<file path="src/rtl/keypad_pkg.sv">
// Shared types and bit-vector helpers for the parametrised keypad scanner.
// Helpers work on a fixed 32-bit vector; callers size-cast to their own widths.
package keypad_pkg;

  localparam int unsigned MAX_W = 32;

  typedef enum logic [2:0] {
    ST_IDLE     = 3'd0,
    ST_SCAN     = 3'd1,
    ST_DEBOUNCE = 3'd2,
    ST_EMIT     = 3'd3,
    ST_RELEASE  = 3'd4
  } state_e;

  function automatic logic [MAX_W-1:0] onehot(input logic [MAX_W-1:0] idx);
    return {{(MAX_W-1){1'b0}}, 1'b1} << idx;
  endfunction

  function automatic logic [MAX_W-1:0] onehot_index(input logic [MAX_W-1:0] vec);
    logic [MAX_W-1:0] idx;
    idx = {MAX_W{1'b0}};
    for (int i = 0; i < MAX_W; i++) begin
      if (vec[i]) begin
        idx = i[MAX_W-1:0];
      end else begin
        idx = idx;
      end
    end
    return idx;
  endfunction

  // True when more than one bit is set: clearing the lowest set bit leaves something.
  function automatic logic multi_hot(input logic [MAX_W-1:0] vec);
    return (vec & (vec - {{(MAX_W-1){1'b0}}, 1'b1})) != {MAX_W{1'b0}};
  endfunction

endpackage

</file>
<file path="src/rtl/keypad_sync.sv">
// Two-flop synchroniser for the asynchronous row lines, cleared by reset.
module keypad_sync #(
  parameter int W = 4
) (
  input  logic         clock,
  input  logic         reset,
  input  logic [W-1:0] d,
  output logic [W-1:0] q
);

  logic [W-1:0] meta_r;
  logic [W-1:0] sync_r;

  // Metastability chain: first stage may go metastable, second settles.
  always_ff @(posedge clock or posedge reset) begin
    if (reset) begin
      meta_r <= {W{1'b0}};
      sync_r <= {W{1'b0}};
    end else begin
      meta_r <= d;
      sync_r <= meta_r;
    end
  end

  assign q = sync_r;

endmodule

</file>
<file path="src/rtl/keypad_scanner_param.sv">
// ROWS x COLS matrix keypad scanner: tick-paced column scan, press/release
// debounce, multi-key rejection and a valid/ready key-code output.
module keypad_scanner_param
  import keypad_pkg::*;
#(
  parameter int ROWS     = 4,
  parameter int COLS     = 4,
  parameter int SCAN_DIV = 16,
  parameter int DEBOUNCE = 3,
  localparam int CODE_W  = $clog2(ROWS * COLS)
) (
  input  logic              clock,
  input  logic              reset,
  input  logic [ROWS-1:0]   row,
  output logic [COLS-1:0]   col,
  output logic [CODE_W-1:0] code,
  output logic              valid,
  input  logic              ready,
  output logic              multi
);

  localparam int DIV_W  = $clog2(SCAN_DIV);
  localparam int CIDX_W = $clog2(COLS);
  localparam int CNT_W  = $clog2(DEBOUNCE + 1);

  logic [ROWS-1:0]   rs_s;
  logic [DIV_W-1:0]  div_r;
  logic              tick_s;

  state_e            state_r, state_s;
  logic [CIDX_W-1:0] cidx_r, cidx_s;
  logic [CIDX_W-1:0] ccap_r, ccap_s;
  logic [ROWS-1:0]   rcap_r, rcap_s;
  logic [CNT_W-1:0]  cnt_r, cnt_s;
  logic [CNT_W-1:0]  rel_r, rel_s;
  logic [CODE_W-1:0] code_r, code_s;
  logic              valid_r, valid_s;
  logic              multi_r, multi_s;
  logic [COLS-1:0]   col_r, col_s;

  logic [CNT_W-1:0]  cnt_inc_s;
  logic [CNT_W-1:0]  rel_inc_s;
  logic [CODE_W-1:0] code_scan_s;
  logic [CODE_W-1:0] code_deb_s;

  keypad_sync #(.W(ROWS)) u_sync (
    .clock (clock),
    .reset (reset),
    .d     (row),
    .q     (rs_s)
  );

  assign tick_s    = (div_r == DIV_W'(SCAN_DIV - 1));
  assign cnt_inc_s = cnt_r + {{(CNT_W-1){1'b0}}, 1'b1};
  assign rel_inc_s = rel_r + {{(CNT_W-1){1'b0}}, 1'b1};

  // Code for a capture straight from SCAN and for a completed debounce.
  assign code_scan_s = CODE_W'(onehot_index(MAX_W'(rs_s))) * CODE_W'(COLS) + CODE_W'(cidx_r);
  assign code_deb_s  = CODE_W'(onehot_index(MAX_W'(rcap_r))) * CODE_W'(COLS) + CODE_W'(ccap_r);

  // Free-running scan divider, independent of the FSM.
  always_ff @(posedge clock or posedge reset) begin
    if (reset) begin
      div_r <= {DIV_W{1'b0}};
    end else if (tick_s) begin
      div_r <= {DIV_W{1'b0}};
    end else begin
      div_r <= div_r + {{(DIV_W-1){1'b0}}, 1'b1};
    end
  end

  // Next-state logic; only EMIT reacts between ticks.
  always_comb begin
    state_s = state_r;
    cidx_s  = cidx_r;
    ccap_s  = ccap_r;
    rcap_s  = rcap_r;
    cnt_s   = cnt_r;
    rel_s   = rel_r;
    code_s  = code_r;
    valid_s = valid_r;
    multi_s = 1'b0;
    case (state_r)
      ST_IDLE: begin
        if (tick_s && (rs_s != {ROWS{1'b0}})) begin
          state_s = ST_SCAN;
          cidx_s  = {CIDX_W{1'b0}};
        end else begin
          state_s = ST_IDLE;
        end
      end
      ST_SCAN: begin
        if (!tick_s) begin
          state_s = ST_SCAN;
        end else if (rs_s == {ROWS{1'b0}}) begin
          if (cidx_r == CIDX_W'(COLS - 1)) begin
            state_s = ST_IDLE;
          end else begin
            cidx_s = cidx_r + {{(CIDX_W-1){1'b0}}, 1'b1};
          end
        end else if (!multi_hot(MAX_W'(rs_s))) begin
          rcap_s = rs_s;
          ccap_s = cidx_r;
          cnt_s  = {{(CNT_W-1){1'b0}}, 1'b1};
          if (DEBOUNCE == 1) begin
            state_s = ST_EMIT;
            valid_s = 1'b1;
            code_s  = code_scan_s;
          end else begin
            state_s = ST_DEBOUNCE;
          end
        end else begin
          multi_s = 1'b1;
          rel_s   = {CNT_W{1'b0}};
          state_s = ST_RELEASE;
        end
      end
      ST_DEBOUNCE: begin
        if (!tick_s) begin
          state_s = ST_DEBOUNCE;
        end else if (rs_s == rcap_r) begin
          cnt_s = cnt_inc_s;
          if (cnt_inc_s == CNT_W'(DEBOUNCE)) begin
            state_s = ST_EMIT;
            valid_s = 1'b1;
            code_s  = code_deb_s;
          end else begin
            state_s = ST_DEBOUNCE;
          end
        end else begin
          state_s = ST_IDLE;
        end
      end
      ST_EMIT: begin
        // Rows are ignored here so a release under backpressure keeps the event.
        if (valid_r && ready) begin
          valid_s = 1'b0;
          rel_s   = {CNT_W{1'b0}};
          state_s = ST_RELEASE;
        end else begin
          state_s = ST_EMIT;
        end
      end
      ST_RELEASE: begin
        if (!tick_s) begin
          state_s = ST_RELEASE;
        end else if (rs_s == {ROWS{1'b0}}) begin
          rel_s = rel_inc_s;
          if (rel_inc_s == CNT_W'(DEBOUNCE)) begin
            state_s = ST_IDLE;
          end else begin
            state_s = ST_RELEASE;
          end
        end else begin
          rel_s = {CNT_W{1'b0}};
        end
      end
      default: begin
        state_s = ST_IDLE;
        valid_s = 1'b0;
      end
    endcase
  end

  // Column drive follows the next state so col changes on the same edge.
  always_comb begin
    col_s = {COLS{1'b1}};
    case (state_s)
      ST_IDLE:     col_s = {COLS{1'b1}};
      ST_SCAN:     col_s = COLS'(onehot(MAX_W'(cidx_s)));
      ST_DEBOUNCE: col_s = COLS'(onehot(MAX_W'(ccap_s)));
      ST_EMIT:     col_s = COLS'(onehot(MAX_W'(ccap_s)));
      ST_RELEASE:  col_s = {COLS{1'b1}};
      default:     col_s = {COLS{1'b1}};
    endcase
  end

  // FSM and output registers.
  always_ff @(posedge clock or posedge reset) begin
    if (reset) begin
      state_r <= ST_IDLE;
      cidx_r  <= {CIDX_W{1'b0}};
      ccap_r  <= {CIDX_W{1'b0}};
      rcap_r  <= {ROWS{1'b0}};
      cnt_r   <= {CNT_W{1'b0}};
      rel_r   <= {CNT_W{1'b0}};
      code_r  <= {CODE_W{1'b0}};
      valid_r <= 1'b0;
      multi_r <= 1'b0;
      col_r   <= {COLS{1'b1}};
    end else begin
      state_r <= state_s;
      cidx_r  <= cidx_s;
      ccap_r  <= ccap_s;
      rcap_r  <= rcap_s;
      cnt_r   <= cnt_s;
      rel_r   <= rel_s;
      code_r  <= code_s;
      valid_r <= valid_s;
      multi_r <= multi_s;
      col_r   <= col_s;
    end
  end

  assign col   = col_r;
  assign code  = code_r;
  assign valid = valid_r;
  assign multi = multi_r;

endmodule
</file>
<file path="config.mk">
export PLATFORM = sky130hd
export DESIGN_NAME = keypad_scanner_param
export DESIGN_NICKNAME = d
export VERILOG_FILES = /design/src/rtl/keypad_pkg.sv /design/src/rtl/keypad_sync.sv /design/src/rtl/keypad_scanner_param.sv
export SDC_FILE = /design/constraint.sdc
export NUM_CORES = 1
export LEC_CHECK = 0
export BUFFER_PORTS_ARGS = -buffer_cell sky130_fd_sc_hd__buf_2
export CAP_MARGIN = 20
export CORE_UTILIZATION = 45
export DETAILED_ROUTE_END_ITERATION = 6
export GPL_ROUTABILITY_DRIVEN = 0
export PLACE_DENSITY = 0.63
export REMOVE_ABC_BUFFERS = 1
export SYNTH_ARGS = -nofsm -noshare
export SYNTH_HDL_FRONTEND = slang
export SYNTH_SLANG_ARGS = --single-unit
</file>
<file path="constraint.sdc">
create_clock -name clock -period 2 [get_ports clock]
set_input_delay 0.2 -clock clock [delete_from_list [all_inputs] [get_ports clock]]
set_output_delay 0.2 -clock clock [all_outputs]
set_load 0.02 [all_outputs]
</file>
==> results of run 1 <==
-- cell type report --
type,instances,area (um2),area share (%)
Inverter,13,48.8,2.19
Tap cell,50,62.6,2.81
Clock buffer,6,82.6,3.71
Timing Repair Buffer,29,183,8.21
Sequential cell,37,931,41.8
Multi-Input combinational cell,123,905,40.6
Clock inverter,2,13.8,0.618
-- metal layers --
metal | part of all wire, % | routed length, um | GRT usage [%] | up-vias
li1 | - | - | - | 720
met1 | 43 | 1650 | 25.2 | 707
met2 | 50 | 1910 | 30.4 | 46
met3 | 4.4 | 169 | 5.82 | 12
met4 | 2.7 | 105 | 10.1 | 0
met5 | 0 | 0 | 0 | -
-- sequential cells by signal (all words and copies together), names as in the netlist, 3 cells and up --
| signal | count |
|---|---|
| u_sync.q | 4 |
| col | 4 |
| state_r | 3 |
| div_r | 4 |
| u_sync.meta_r | 4 |
| rcap_r | 4 |
| code | 4 |
-- worst reg2reg max path: stages (launching register included) --
cell     delay, ns
dfrtp_1       0.49
or4_4         0.60
a21oi_1       0.18
o32ai_1       0.09
nand3_1       0.11
mux2_1        0.33
-- logic make-up (layout without fill, tap and decap cells) --
family | Yosys count | after routing | synth area share [%]
compound gates | 42 | 42 | 15.8
xor+xnor | 6 | 6 | 2.76
fa+ha+maj | 4 | 4 | 2.50
buf+inv | 21 | 50 | 4.99
flops | 37 | 37 | 48.9
mux | 7 | 7 | 4.14
simple gates | 64 | 64 | 21.0
-- cells in the final DEF, fill, tap and decap left out, types with 3 or more instances in the layout --
master / n
dfrtp_1: 33
buf_2: 16
nand2_1: 15
inv_1: 13
buf_4: 11
o21ai_0: 9
nor2_1: 8
nand3_1: 6
mux2_1: 6
a31oi_1: 6
clkbuf_8: 6
xor2_1: 5
a21oi_1: 5
nor4_1: 4
a311oi_1: 4
a211oi_1: 4
dfstp_2: 4
nor3_1: 3
ha_1: 3
-- timing repair --
| item | in CTS | in global routing |
|---|---|---|
| endpoints found under the setup margin | 0 | 8 |
| setup buffers | 0 | 0 |
| resized for setup | 0 | 5 |
| endpoints found under the hold margin | 2 | 0 |
| hold buffers | 2 | 0 |
-- per-stage QoR --
| step | util, % | cells | total power (W) |
|---|---|---|---|
| floorplan | - | 173 | 0.00149 |
| global route | 55.2 | 260 | 0.00240 |
| CTS | 54.6 | 260 | 0.00228 |
| global placement | 51.7 | 250 | 0.00169 |
| finish | 55.2 | 260 | 0.00226 |
| detailed placement | 51.7 | 250 | 0.00172 |
-- worst max-delay path by stage --
| stage | cells past startpoint | slack, ns | endpoint |
|---|---|---|---|
| floorplan | 5 | 0.20 | rel_r[0] |
| global placement | 6 | 0.13 | rel_r[1] |
| detailed placement | 6 | 0.06 | rel_r[0] |
| CTS | 6 | 0.06 | rel_r[0] |
| global route | 6 | -0.006 | rel_r[1] |
| finish | 5 | 0.09 | rel_r[0] |
-- power breakdown --
| part | total [W] | internal (W) | switching, W |
|---|---|---|---|
| sequential | 0.00100 | 0.000895 | 0.000107 |
| clock | 0.000545 | 0.000279 | 0.000266 |
| combinational | 0.000713 | 0.000294 | 0.000419 |
| total | 0.00226 | 0.00147 | 0.000792 |
==> flow_metrics.env, run 1 <==
export IMPL_cp_required_ns=2.18
export IMPL_htree_levels=2
export IMPL_avgViaCountPerCell=5.71
export IMPL_synthFlopType="dfrtp_1"
export IMPL_ys_seq_elements=37
export IMPL_cts_root_buf="clkbuf_8"
export IMPL_async_reset_ff_share_pct=100
export IMPL_num_vias=1485
export IMPL_nFillCells=358
export IMPL_fin_tns_setup_ns=0
export IMPL_synthTopCellsByArea="dfrtp_1 (43%), dfstp_2 (5.5%), mux2_1 (3.5%), nand2_1 (3.0%), inv_1 (2.6%)"
export IMPL_antenna_found_initial=0
export IMPL_tightest_slew_ns=0.459
export IMPL_crit_fanout=9
export IMPL_synth_area_leader_cell="dfrtp_1"
export IMPL_die_x_um=67.1
export IMPL_seq_area_frac_synth_pct=48.9
export IMPL_grt_usage_pct=19.9
export IMPL_first_pass_iters=4
export IMPL_placedInstanceArea_um2=2080
export IMPL_fp_coreArea_um2=4030
export IMPL_n_antenna_cell=0
export IMPL_arrival_ns=2.09
export IMPL_yosysWarnings=0
export IMPL_numCtsBuffers=5
export IMPL_hold_violations=14
export IMPL_synth_top_area_share_pct=43.4
export IMPL_critical_path_top_delay_family="simple AND/OR/NAND/NOR gates"
export IMPL_overflow=0
export IMPL_p_per_area_nw_per_um2=1020
export IMPL_maxSlewViolCount=0
export IMPL_drc=0
export IMPL_cp_end_kind="register"
export IMPL_r2r_start="u_sync.q[1]"
export IMPL_reg2reg_depth=5
export IMPL_synthCells=181
export IMPL_hp_class="in2async"
export IMPL_maxCapViolations=0
export IMPL_syn_area_um2=1900
export IMPL_clk_pin_slew_worst_paths_ns=0.07
export IMPL_dp_slack_ns=0.0645
export IMPL_wirelength_um=3830
export IMPL_avgSynthCellArea_um2=10.5
export IMPL_whs_ns=-0.00626
export IMPL_grt_max_degree=38
export IMPL_irDropWorstVdd_v=0.000376
export IMPL_synth_cells_most_frequent="dfrtp_1 (33), nand2_1 (15), inv_1 (13), o21ai_0 (9), nor2_1 (8)"
export IMPL_portBuffers=16
export IMPL_slowest_delay_ns=0.60
export IMPL_synth_most_common_cell="dfrtp_1"
export IMPL_cts_max_path_buffers=2
export IMPL_grt_pass1_vias=1451
export IMPL_rrSetupSlack_ns=0.09
export IMPL_cp_slowest_cell="or4_4"
export IMPL_ys_types=54
export IMPL_ant_nets=0
export IMPL_max_freq_mhz=524
export IMPL_grt_pass1_wl_um=6530
export IMPL_first_iter_violations=100
export IMPL_critPathLaunchType="register"
export IMPL_violations="hold timing"
export IMPL_setup_viol=0
export IMPL_synth_edff_count=0
export IMPL_post_route_period_util_pct=95.4
export IMPL_max_slew_margin_rel_pct=69.4
export IMPL_drive_gt1_share_pct=27.1
export IMPL_dieArea_um2=4500
export IMPL_post_drt_wl_per_cell_um=14.7
export IMPL_clock_latency_ns=0.29
export IMPL_worst_slack_ns=0.0919
export IMPL_hpwl_um=2780
export IMPL_start_util_pct=47.3
export IMPL_final_area_um2=2230
export IMPL_path_class="reg2reg"
export IMPL_timing_rr_end="rel_r[0]"
export IMPL_cts_tree="yes"
export IMPL_io_pins=17
export IMPL_nets=219
export IMPL_cellLeakagePower_nw=1.03
export IMPL_fp_dieH_um=67.1
export IMPL_crit_buf_inv=0
export IMPL_status="complete, but fails checks"
export IMPL_rows=23
export IMPL_min_period_ns=1.91
export IMPL_path_cells="or4_4, a21oi_1, o32ai_1, nand3_1, mux2_1"
export IMPL_startpoint="u_sync.q[1]"
export IMPL_clock_sinks=37
export IMPL_fin_skew_ns=0.00839
export IMPL_syn_to_final_growth_pct=16.9
No activity file was read; power rests on OpenSTA's default activity.
==> inputs of run 2 (changes only) <==
--- a/config.mk
+++ b/config.mk
@@ -5,12 +5,12 @@
 export SDC_FILE = /design/constraint.sdc
 export NUM_CORES = 1
 export LEC_CHECK = 0
-export BUFFER_PORTS_ARGS = -buffer_cell sky130_fd_sc_hd__buf_2
 export CAP_MARGIN = 20
 export CORE_UTILIZATION = 45
 export DETAILED_ROUTE_END_ITERATION = 6
+export DONT_BUFFER_PORTS = 1
 export GPL_ROUTABILITY_DRIVEN = 0
-export PLACE_DENSITY = 0.63
+export PLACE_DENSITY = 0.6
 export REMOVE_ABC_BUFFERS = 1
 export SYNTH_ARGS = -nofsm -noshare
 export SYNTH_HDL_FRONTEND = slang
==> flow_metrics.env, run 2 (same netlist as run 1, synthesis figures left out) <==
export IMPL_num_vias=1441
export IMPL_slowest_delay_ns=0.60
export IMPL_tightest_slew_ns=0.500
export IMPL_cellLeakagePower_nw=0.968
export IMPL_p_total_w=0.00235
export IMPL_io_pins=17
export IMPL_wirelength_um=3910
export IMPL_fp_dieH_um=67.1
export IMPL_rows=23
export IMPL_path_cells="or4_4, a21oi_1, o32ai_1, nand3_1, mux2_1"
export IMPL_drc=0
export IMPL_rsz0062_at_grt="false"
export IMPL_ant_nets=0
export IMPL_final_area_um2=2190
export IMPL_grt_max_degree=38
export IMPL_cp_required_ns=2.18
export IMPL_min_period_ns=1.89
export IMPL_dieArea_um2=4500
export IMPL_path_class="reg2reg"
export IMPL_nets=206
export IMPL_grt_pass1_wl_um=6740
export IMPL_first_iter_violations=65
export IMPL_critPathLaunchType="register"
export IMPL_htree_levels=2
export IMPL_overflow=0
export IMPL_fin_skew_ns=0.00775
export IMPL_nFillCells=382
export IMPL_p_per_area_nw_per_um2=1080
export IMPL_crit_fanout=9
export IMPL_clk_pin_slew_worst_paths_ns=0.07
export IMPL_cts_tree="yes"
export IMPL_cts_max_path_buffers=2
export IMPL_max_freq_mhz=530
export IMPL_grt_usage_pct=20.8
export IMPL_fp_coreArea_um2=4030
export IMPL_cp_slowest_cell="or4_4"
export IMPL_post_drt_wl_per_cell_um=15.8
export IMPL_avgViaCountPerCell=5.83
export IMPL_n_antenna_cell=0
export IMPL_hold_violations=0
export IMPL_final_common_cell="dfrtp_1"
export IMPL_maxSlewViolCount=0
export IMPL_antenna_found_initial=0
export IMPL_cp_depth=5
export IMPL_cp_end_kind="register"
export IMPL_die_x_um=67.1
export IMPL_status="finished clean"
export IMPL_drive_gt1_share_pct=20.8
export IMPL_arrival_ns=2.07
export IMPL_portBuffers=0
export IMPL_post_route_period_util_pct=94.3
export IMPL_placedInstanceArea_um2=2000
export IMPL_worst_hold_path_num_cells=3
export IMPL_critical_path_top_delay_family="simple AND/OR/NAND/NOR gates"
export IMPL_start_util_pct=47.3
export IMPL_numCtsBuffers=5
export IMPL_setup_viol=0
export IMPL_fin_tns_setup_ns=0
export IMPL_cts_root_buf="clkbuf_8"
export IMPL_maxCapViolations=0
export IMPL_clock_latency_ns=0.30
export IMPL_syn_to_final_growth_pct=14.8
export IMPL_layout_common_cells="dfrtp_1 (33), nand2_1 (15), inv_1 (13)"
export IMPL_crit_buf_inv=0
export IMPL_hp_class="in2reg"
export IMPL_max_slew_margin_rel_pct=66.4
export IMPL_grt_pass1_vias=1497
export IMPL_clock_sinks=37
export IMPL_irDropWorstVdd_v=0.000821
export IMPL_reg2reg_depth=5
export IMPL_first_pass_iters=4
export IMPL_hpwl_um=2930
## run 2: per-layer routing
layer	vias up	part of all wire [%]	routed length [um]	track usage [%]
li1	694	-	-	-
met1	722	43	1670	22.4
met2	19	53	2070	37.8
met3	6	2.7	104	5.65
met4	0	1.6	61	7.98
met5	-	0	0	0
## run 2: timing repair
item | CTS | global route
setup endpoints to repair | 0 | 8
resized for setup | 0 | 4
endpoints found under the hold margin | 37 | 0
setup buffers | 0 | 0
hold buffers | 5 | 0
## run 2: power by group
group | total [W] | switching, W | internal, W
clock network | 0.000673 | 0.000267 | 0.000405
registers | 0.00107 | 0.000168 | 0.000900
logic | 0.000613 | 0.000345 | 0.000268
total | 0.00235 | 0.000781 | 0.00157
## run 2: path summary, 6_finish.rpt
check | from | endpoint | slack (ns)
hold reg to reg | u_sync.meta_r[3] | u_sync.q[3] | 0.35
min in group asynchronous | reset | ccap_r[1] | 0.45
setup / recovery | u_sync.q[1] | rel_r[0] | 0.11
hold / removal | ready | valid | 0.21
max in group asynchronous | reset | col[3] | 1.19
setup reg to reg | u_sync.q[1] | rel_r[0] | 0.11
## run 2: metrics by stage
step | hold slack, ns | instances | setup slack, ns | util (%)
finish | 0.212 | 247 | 0.114 | 54.3
global route | 0.221 | 247 | 0.0142 | 54.3
CTS | 0.199 | 247 | 0.0259 | 53.9
detailed placement | 0.224 | 234 | 0.0258 | 49.7
global placement | 0.213 | 234 | 0.131 | 49.7
floorplan | 0.231 | 173 | 0.195 | -
## run 2: layout make-up
cell class	count	area, um2	share of cell area [%]
sequential	37	931	42.6
multi-input combinational	123	892	40.8
timing repair buffer	16	133	6.06
clock buffer	6	82.6	3.78
tap	50	62.6	2.86
inverter	13	48.8	2.23
clock inverter	2	37.5	1.72
## run 2: tightest hold or removal path, cell delays in order
cell	delay (ns)
a21oi_1	0.05
o211ai_1	0.16
nand2_1	0.06
